===== src/rtl/instruction_fetch_unit_pkg.sv =====
// rtl/instruction_fetch_unit_pkg.sv - shared types and constants for the instruction fetch unit
package instruction_fetch_unit_pkg;

    typedef enum logic [1:0] {
        INIT = 2'd0,
        RUN  = 2'd1,
        HALT = 2'd2
    } fetch_state_t;

    localparam logic [31:0] NOP_WORD   = 32'h0000_0000;
    localparam logic [31:0] WORD_BYTES = 32'd4;

    // A redirect target is usable only if word-aligned and inside instruction memory.
    function automatic logic target_ok(input logic [31:0] target, input logic [31:0] limit);
        return (target[1:0] == 2'b00) && (target < limit);
    endfunction

endpackage


===== src/rtl/instruction_fetch_unit_ifid_register.sv =====
// rtl/instruction_fetch_unit_ifid_register.sv - IF/ID pipeline register with load, hold and clear
// Ports:
//   clk, resetn          clock and synchronous active-low reset
//   load                 capture instruction/pc_plus4 and mark valid
//   clear                invalidate: valid=0, instruction=NOP (wins over load)
//   instruction          fetched word
//   pc_plus4             fetch PC + 4
//   held_instruction     registered instruction
//   held_pc_plus4        registered PC + 4
//   held_valid           register holds a real instruction
module instruction_fetch_unit_ifid_register
    import instruction_fetch_unit_pkg::*;
(
    input  logic        clk,
    input  logic        resetn,
    input  logic        load,
    input  logic        clear,
    input  logic [31:0] instruction,
    input  logic [31:0] pc_plus4,
    output logic [31:0] held_instruction,
    output logic [31:0] held_pc_plus4,
    output logic        held_valid
);

    always_ff @(posedge clk) begin
        if (!resetn) begin
            held_instruction <= NOP_WORD;
            held_pc_plus4    <= 32'h0;
            held_valid       <= 1'b0;
        end else if (clear) begin
            // PC+4 is left as is; consumers ignore it while valid is low.
            held_instruction <= NOP_WORD;
            held_valid       <= 1'b0;
        end else if (load) begin
            held_instruction <= instruction;
            held_pc_plus4    <= pc_plus4;
            held_valid       <= 1'b1;
        end
    end

endmodule


===== src/rtl/instruction_fetch_unit.sv =====
// rtl/instruction_fetch_unit.sv - PC, redirect handling and fetch FSM feeding the IF/ID register
// Ports:
//   Clk, Rst                      clock and synchronous active-low reset
//   Instruction / Address         combinational instruction memory read (Address = PC)
//   Stall, Flush                  pipeline hold / invalidate IF/ID
//   Jump/JumpTarget               highest-priority redirect
//   BranchTaken/BranchTarget      second-priority redirect
//   IFID_Instruction/PCPlus4/Valid IF/ID register contents
//   Halted, Fault, FetchCount     status: HALT state, sticky bad-redirect flag, valid loads
module instruction_fetch_unit
    import instruction_fetch_unit_pkg::*;
#(
    parameter logic [31:0] RESET_PC  = 32'h0000_0000,
    parameter int          MEM_WORDS = 128
) (
    input  logic        Clk,
    input  logic        Rst,
    input  logic [31:0] Instruction,
    output logic [31:0] Address,
    input  logic        Stall,
    input  logic        Flush,
    input  logic        Jump,
    input  logic [31:0] JumpTarget,
    input  logic        BranchTaken,
    input  logic [31:0] BranchTarget,
    output logic [31:0] IFID_Instruction,
    output logic [31:0] IFID_PCPlus4,
    output logic        IFID_Valid,
    output logic        Halted,
    output logic        Fault,
    output logic [31:0] FetchCount
);

    localparam logic [31:0] MEM_BYTES = 32'(MEM_WORDS) * WORD_BYTES;

    fetch_state_t state, state_next;
    logic [31:0]  pc, pc_next, pc_plus4, target;
    logic         fault_next, redirect, ifid_load, ifid_clear;

    assign pc_plus4 = pc + WORD_BYTES;
    assign redirect = Jump | BranchTaken;
    assign target   = Jump ? JumpTarget : BranchTarget;
    assign Address  = pc;
    assign Halted   = (state == HALT);

    always_ff @(posedge Clk) begin
        if (!Rst) state <= INIT;
        else      state <= state_next;
    end

    always_ff @(posedge Clk) begin
        if (!Rst) begin
            pc         <= RESET_PC;
            Fault      <= 1'b0;
            FetchCount <= 32'h0;
        end else begin
            pc    <= pc_next;
            Fault <= fault_next;
            if (ifid_load && !ifid_clear) FetchCount <= FetchCount + 32'd1;
        end
    end

    always_comb begin
        state_next = state;
        pc_next    = pc;
        fault_next = Fault;
        ifid_load  = 1'b0;
        ifid_clear = 1'b0;
        case (state)
            INIT: begin
                ifid_clear = 1'b1;
                state_next = RUN;
            end
            RUN: begin
                if (redirect) begin
                    // The word fetched from the old PC is dropped either way.
                    ifid_clear = 1'b1;
                    if (target_ok(target, MEM_BYTES)) begin
                        pc_next = target;
                    end else begin
                        fault_next = 1'b1;
                        state_next = HALT;
                    end
                end else if (Stall) begin
                    ifid_clear = Flush;
                end else begin
                    ifid_clear = Flush;
                    ifid_load  = 1'b1;
                    // The last in-range word is still captured; PC parks on it.
                    if (pc_plus4 >= MEM_BYTES) state_next = HALT;
                    else                       pc_next    = pc_plus4;
                end
            end
            HALT: begin
                ifid_clear = 1'b1;
                if (redirect) begin
                    if (target_ok(target, MEM_BYTES)) begin
                        pc_next    = target;
                        state_next = RUN;
                    end else begin
                        fault_next = 1'b1;
                    end
                end
            end
            default: state_next = INIT;
        endcase
    end

    instruction_fetch_unit_ifid_register u_ifid (
        .clk              (Clk),
        .resetn           (Rst),
        .load             (ifid_load),
        .clear            (ifid_clear),
        .instruction      (Instruction),
        .pc_plus4         (pc_plus4),
        .held_instruction (IFID_Instruction),
        .held_pc_plus4    (IFID_PCPlus4),
        .held_valid       (IFID_Valid)
    );

endmodule


===== config.mk =====
export PLATFORM = sky130hd
export DESIGN_NAME = instruction_fetch_unit
export DESIGN_NICKNAME = d
export VERILOG_FILES = /design/src/rtl/instruction_fetch_unit_pkg.sv /design/src/rtl/instruction_fetch_unit_ifid_register.sv /design/src/rtl/instruction_fetch_unit.sv
export SDC_FILE = /design/constraint.sdc
export NUM_CORES = 1
export LEC_CHECK = 0
export BUFFER_PORTS_ARGS = -buffer_cell sky130_fd_sc_hd__buf_4
export CAP_MARGIN = 20
export CORE_MARGIN = 4
export CORE_UTILIZATION = 45
export DETAILED_ROUTE_END_ITERATION = 8
export HOLD_SLACK_MARGIN = 0.08
export PLACE_DENSITY_LB_ADDON = 0.1
export SYNTH_ARGS = -nofsm -noshare
export SYNTH_HDL_FRONTEND = slang
export SYNTH_HIERARCHICAL = 1
export SYNTH_SLANG_ARGS = --single-unit

===== constraint.sdc =====
create_clock -name Clk -period 2.5 [get_ports Clk]
set_input_delay 0.375 -clock Clk [delete_from_list [all_inputs] [get_ports Clk]]
set_output_delay 0.375 -clock Clk [all_outputs]
set_load 0.01 [all_outputs]

== Yosys cells after proc, flatten, opt, wreduce, memory -nomap -nowiden ==
Index checks and enable logic that the tools add are counted.
Storage, ports and cells
  bits in registers: 132
  input port bits: 102
  output and inout bits: 131
  word-level logic and storage cells: 55
Cells by class
  bitwise operators: 4
  order comparisons: 2
  muxes and demuxes: 19
  equality and inequality tests: 8
  add/subtract/negate cells: 2
  reduce and logical (&&, ||, !) cells: 13
Operators with widths (number)
  $mux 32: 6
  $pmux 32 s2: 1
  $add 32x1->32 const B: 1
  $add 32x3->32 const B: 1
  $ge 32x10->1 const B: 1
  $lt 32x10->1 const B: 1
  $mux 2: 6
  $ne 3x3->1 const B: 4
  $pmux 2 s3: 1
  $reduce_or 2->1: 3
  $reduce_and 5->1: 1
  $logic_not 2->1: 2
  $mux 1: 4
  $ne 2x1->1 const B: 2
  $reduce_and 4->1: 1
  $not 1->1: 3
  $reduce_and 3->1: 1
  $eq 2x1->1 const B: 1
  $eq 2x2->1 const B: 1
  $logic_and 1x1->1: 2
  $pmux 1 s2: 1
  $reduce_and 2->1: 1
  $reduce_bool 2->1: 1
  $logic_not 1->1: 1
  $or 1x1->1: 1

== Depth between registers and ports, before layout ==
  depth in word-level cells: 6
  gate-level depth with buffers: 11
  gate-level depth less buffers: 10

== Modules after synthesis ==
The synthesis kept the hierarchy.
Modules (own cells, without submodules)
  instruction_fetch_unit: seq. area each 1341.3 um2, instances 1, area an instance 4215.3 um2, cells each 495
  instruction_fetch_unit_ifid_register: seq. area each 1301.2 um2, instances 1, area an instance 2456.1 um2, cells each 248

== Worst setup path after synthesis ==
OpenSTA, ideal clock, no wires.
  kind: flip-flop to flip-flop
  start: reg pc[3], in the netlist Address[3]
  end: reg pc[8], in the netlist Address[8]
  setup slack: -0.163 ns
  setup time: 0.116 ns
  cell stages (with the launch flop): 12
  data required time: 2.384 ns
  arrival time: 2.547 ns
  cell sequence: dfxtp_1 > ha_1 > and4_1 > buf_2 > nand3_2 > nor3_1 > mux2i_1 > o211ai_2 > o41ai_4 > buf_4 > o211ai_1 > o211a_1
On the way
  word-level cells in the longest chain between the ends: 5
  elaborated cells on any way between the ends: 8
Ends and longest elaborated chain
  from (decl): line instruction_fetch_unit.sv:37  | logic [31:0] pc, pc_next, pc_plus4, target;
  from (signal assigned): line instruction_fetch_unit.sv:57  | pc <= pc_next;
  $add 32x3->32 *: line instruction_fetch_unit.sv:40  | assign pc_plus4 = pc + WORD_BYTES;
  branches (longest 4 deep; another with $ge 32x10->1)
Mark *: on every way between the ends. The select of a mux whose other input is x is not followed.
A chain may end at the register's enable or synchronous reset.

== Worst setup path in the final report ==
  start: reg pc[2], in the netlist Address[2]
  end: reg pc[16], in the netlist Address[16]
The elaborated chain is that of the path after synthesis.

==> flow_summary.json <==
{
  "setup-tns-final_ns": -0.6858,
  "maxSlewHeadroom": 0.6053,
  "cts_hold_buffers": 0,
  "via_count": 6387,
  "root_buffer": "clkbuf_16",
  "fp.coreArea_um2": 14530,
  "cp-start-kind": "flip-flop",
  "synthCells": 743,
  "pin_count": 233,
  "fin_nets": 1133,
  "crit_required_ns": 2.80,
  "synth-seq-cells": 132,
  "synth-main-ff-cell": "dfxtp_1",
  "synth_cell_types": 69,
  "wl_um": 19500,
  "clock_skew_ns": 0.008314,
  "portBuffers": 232,
  "async_flop_share": 0,
  "cts_buffers": 17,
  "setup_viol": 19,
  "ys_warn_count": 6,
  "worstSkewPairLatency_ns": 0.42,
  "place_congestion": 0.8618,
  "yosysTopAreaCellShare": 0.3961,
  "cts.sinks": 132,
  "grt_pass1_wl_um": 30000,
  "synth_area_leaders": "dfxtp_1 40%, mux2i_1 11%, xnor2_1 6.6%, nand2_1 5.7%, and3_1 3.3%",
  "regArea_um2": 2656,
  "grt_max_degree": 61,
  "p_leak_uw": 0.004282,
  "post-place-ws_ns": -0.1492,
  "final-hold-violation-count": 0,
  "fin_ws_ns": -0.07277,
  "post_drt_wl_per_cell_um": 15.95,
  "synth-edff-count": 0,
  "min_period_ns": 2.573,
  "ys_seq_area_frac": 0.3961,
  "ant_nets": 0,
  "cp-end-kind": "flip-flop",
  "outcome": "finished, violations left",
  "layout_common_cells": "305 x buf_4, 121 x dfxtp_1, 100 x nand2_1",
  "hp-class": "input pin to flip-flop",
  "power_uw": 6197,
  "syn_area_per_cell_um2": 8.979,
  "drtIter0Drc": 349,
  "slew_viol_final": 0,
  "max_freq_mhz": 388.7,
  "drtPass1Iterations": 4,
  "multiInputGateArea_um2": 3941,
  "die_y_um": 129.8,
  "vias_per_cell": 5.227,
  "maxCapViolCount": 0,
  "whs_ns": 0.1954,
  "cts_buffer_depth": 2,
  "start_util": 0.4590,
  "violations": "negative setup slack",
  "die_x_um": 129.8,
  "worst-setup-path-type": "flip-flop to flip-flop",
  "cts.clk_slew.worst_paths_ns": 0.06,
  "syn_area_um2": 6671,
  "die_area_um2": 16840,
  "peakVddDrop_mv": 0.4935,
  "critPathArrivalTime_ns": 2.87,
  "synth_top_area_cell": "dfxtp_1",
  "diodes": 0,
  "grt_overflow": 0,
  "tritoncts": "yes",
  "area_growth_pct": 48.87,
  "drive_gt1_frac": 0.3931,
  "rsz0062_at_grt": "true",
  "rows": 44,
  "crit_fanout": 5,
  "track_usage": 0.2208,
  "fin_crit_sh": 1.029,
  "antenna_found_initial": 0,
  "post-dp-hpwl_um": 14110,
  "drc": 0,
  "tightest_slew_ns": 0.5914,
  "power.density_nw_per_um2": 624.0,
  "grt_pass1_vias": 6286,
  "htreeDepth": 4,
  "layout_commonest_cell": "buf_4",
  "synthesis.nets": 851,
  "nFillCells": 1174
}
## repair_timing
item / 4_1_cts / 5_1_grt
cloned: 2 / 1
resized for setup: 23 / 36
buffers inserted: 8 / 10
endpoints found under the setup margin: 31 / 46
pin swaps: 27 / 21
## flip-flops by register name, indices dropped and copies added, names as in the netlist
register                 cells
Address                     32
state                        2
u_ifid/held_instruction     32
FetchCount                  32
u_ifid/held_valid            1
u_ifid/held_pc_plus4        32
Fault                        1
## final timing paths
kind | slack, ns | to | cells past startpoint | start
hold / removal | 0.20 | u_ifid/held_instruction[2] | 3 | Instruction[2]
setup reg to reg | -0.07 | Address[16] | 12 | Address[2]
hold reg to reg | 0.46 | u_ifid/held_pc_plus4[11] | 2 | u_ifid/held_pc_plus4[11]
setup / recovery | -0.07 | Address[16] | 12 | Address[2]
## metal layers
layer | GRT usage | wire (µm) | part of all wire | vias up
li1 | - | - | - | 3166
met1 | 0.2784 | 8206 | 0.42 | 2972
met2 | 0.3697 | 9588 | 0.49 | 217
met3 | 0.04666 | 1265 | 0.065 | 32
met4 | 0.08863 | 437 | 0.022 | 0
met5 | 0 | 0 | 0 | -
## synth_stat cells (2+ instances only)
| library cell | instances |
|---|---|
| o211a_1 | 7 |
| buf_2 | 19 |
| o22ai_1 | 2 |
| dfxtp_1 | 132 |
| o31ai_1 | 3 |
| a21oi_1 | 3 |
| ha_1 | 6 |
| and2_1 | 30 |
| or4_1 | 3 |
| clkbuf_1 | 20 |
| nor2_1 | 52 |
| nand2_1 | 102 |
| buf_4 | 6 |
| xnor2_1 | 50 |
| nand3b_1 | 2 |
| xor2_1 | 14 |
| nor4_1 | 15 |
| nor4b_1 | 2 |
| nand3_2 | 2 |
| buf_1 | 3 |
| nor3_1 | 6 |
| a211oi_1 | 3 |
| a31oi_1 | 3 |
| and3_1 | 35 |
| o21ai_0 | 16 |
| nand3_1 | 29 |
| nand2b_1 | 4 |
| or3_1 | 6 |
| buf_6 | 7 |
| mux2_2 | 2 |
| o211ai_1 | 4 |
| or2_2 | 4 |
| inv_1 | 7 |
| o21ai_1 | 3 |
| nor3_2 | 2 |
| mux2i_1 | 72 |
| nand4_1 | 17 |
| a41o_1 | 2 |
| a21boi_0 | 7 |
| and4_1 | 9 |
| nor2b_1 | 4 |
## kinds of logic (layout without fill, tap and decap cells)
kind of cell,after synthesis,in the layout,synth area share
flops,132,132,0.3961
fa+ha+maj,6,6,0.01125
compound gates,70,72,0.07990
buf+inv,62,355,0.04970
simple gates,335,335,0.2676
mux,74,74,0.1114
xor+xnor,64,64,0.08402
## per-stage QoR
step           utilization  std cells  area (µm²)
6_report            0.6834       1222        9932
5_1_grt             0.6834       1222        9932
4_1_cts             0.6662       1212        9683
3_5_place_dp        0.6120       1170        8895
3_3_place_gp        0.6120       1170        8895
2_1_floorplan            -        743        6686
## critical path, stage by stage (launching register included)
cell and delay (ns):
dfxtp_2 0.36, buf_6 0.13, nand2_4 0.05, buf_6 0.12, nor4_4 0.32, o2111a_1 0.23, o211a_1 0.20, nand4_4 0.13
o41ai_4 0.32, buf_6 0.19, buf_12 0.12, o21ai_4 0.08, and3_1 0.21
## final cells by class
| cell class | instances | area share |
|---|---|---|
| inverters | 7 | 0.002646 |
| repair buffers | 316 | 0.2494 |
| flip-flops and latches | 132 | 0.2674 |
| multi-input cells | 551 | 0.3968 |
| clock buffers | 20 | 0.04497 |
| well taps | 184 | 0.02318 |
| clock inverters | 12 | 0.01550 |
## where the power goes
group / internal, µW / switching (µW) / total, µW / leakage (µW)
sequential: 2170 / 57.0 / 2220 / 0.00107
clock: 1600 / 946 / 2540 / 0.000287
combinational: 723 / 707 / 1430 / 0.00293
(Power assumes the default switching activity.)
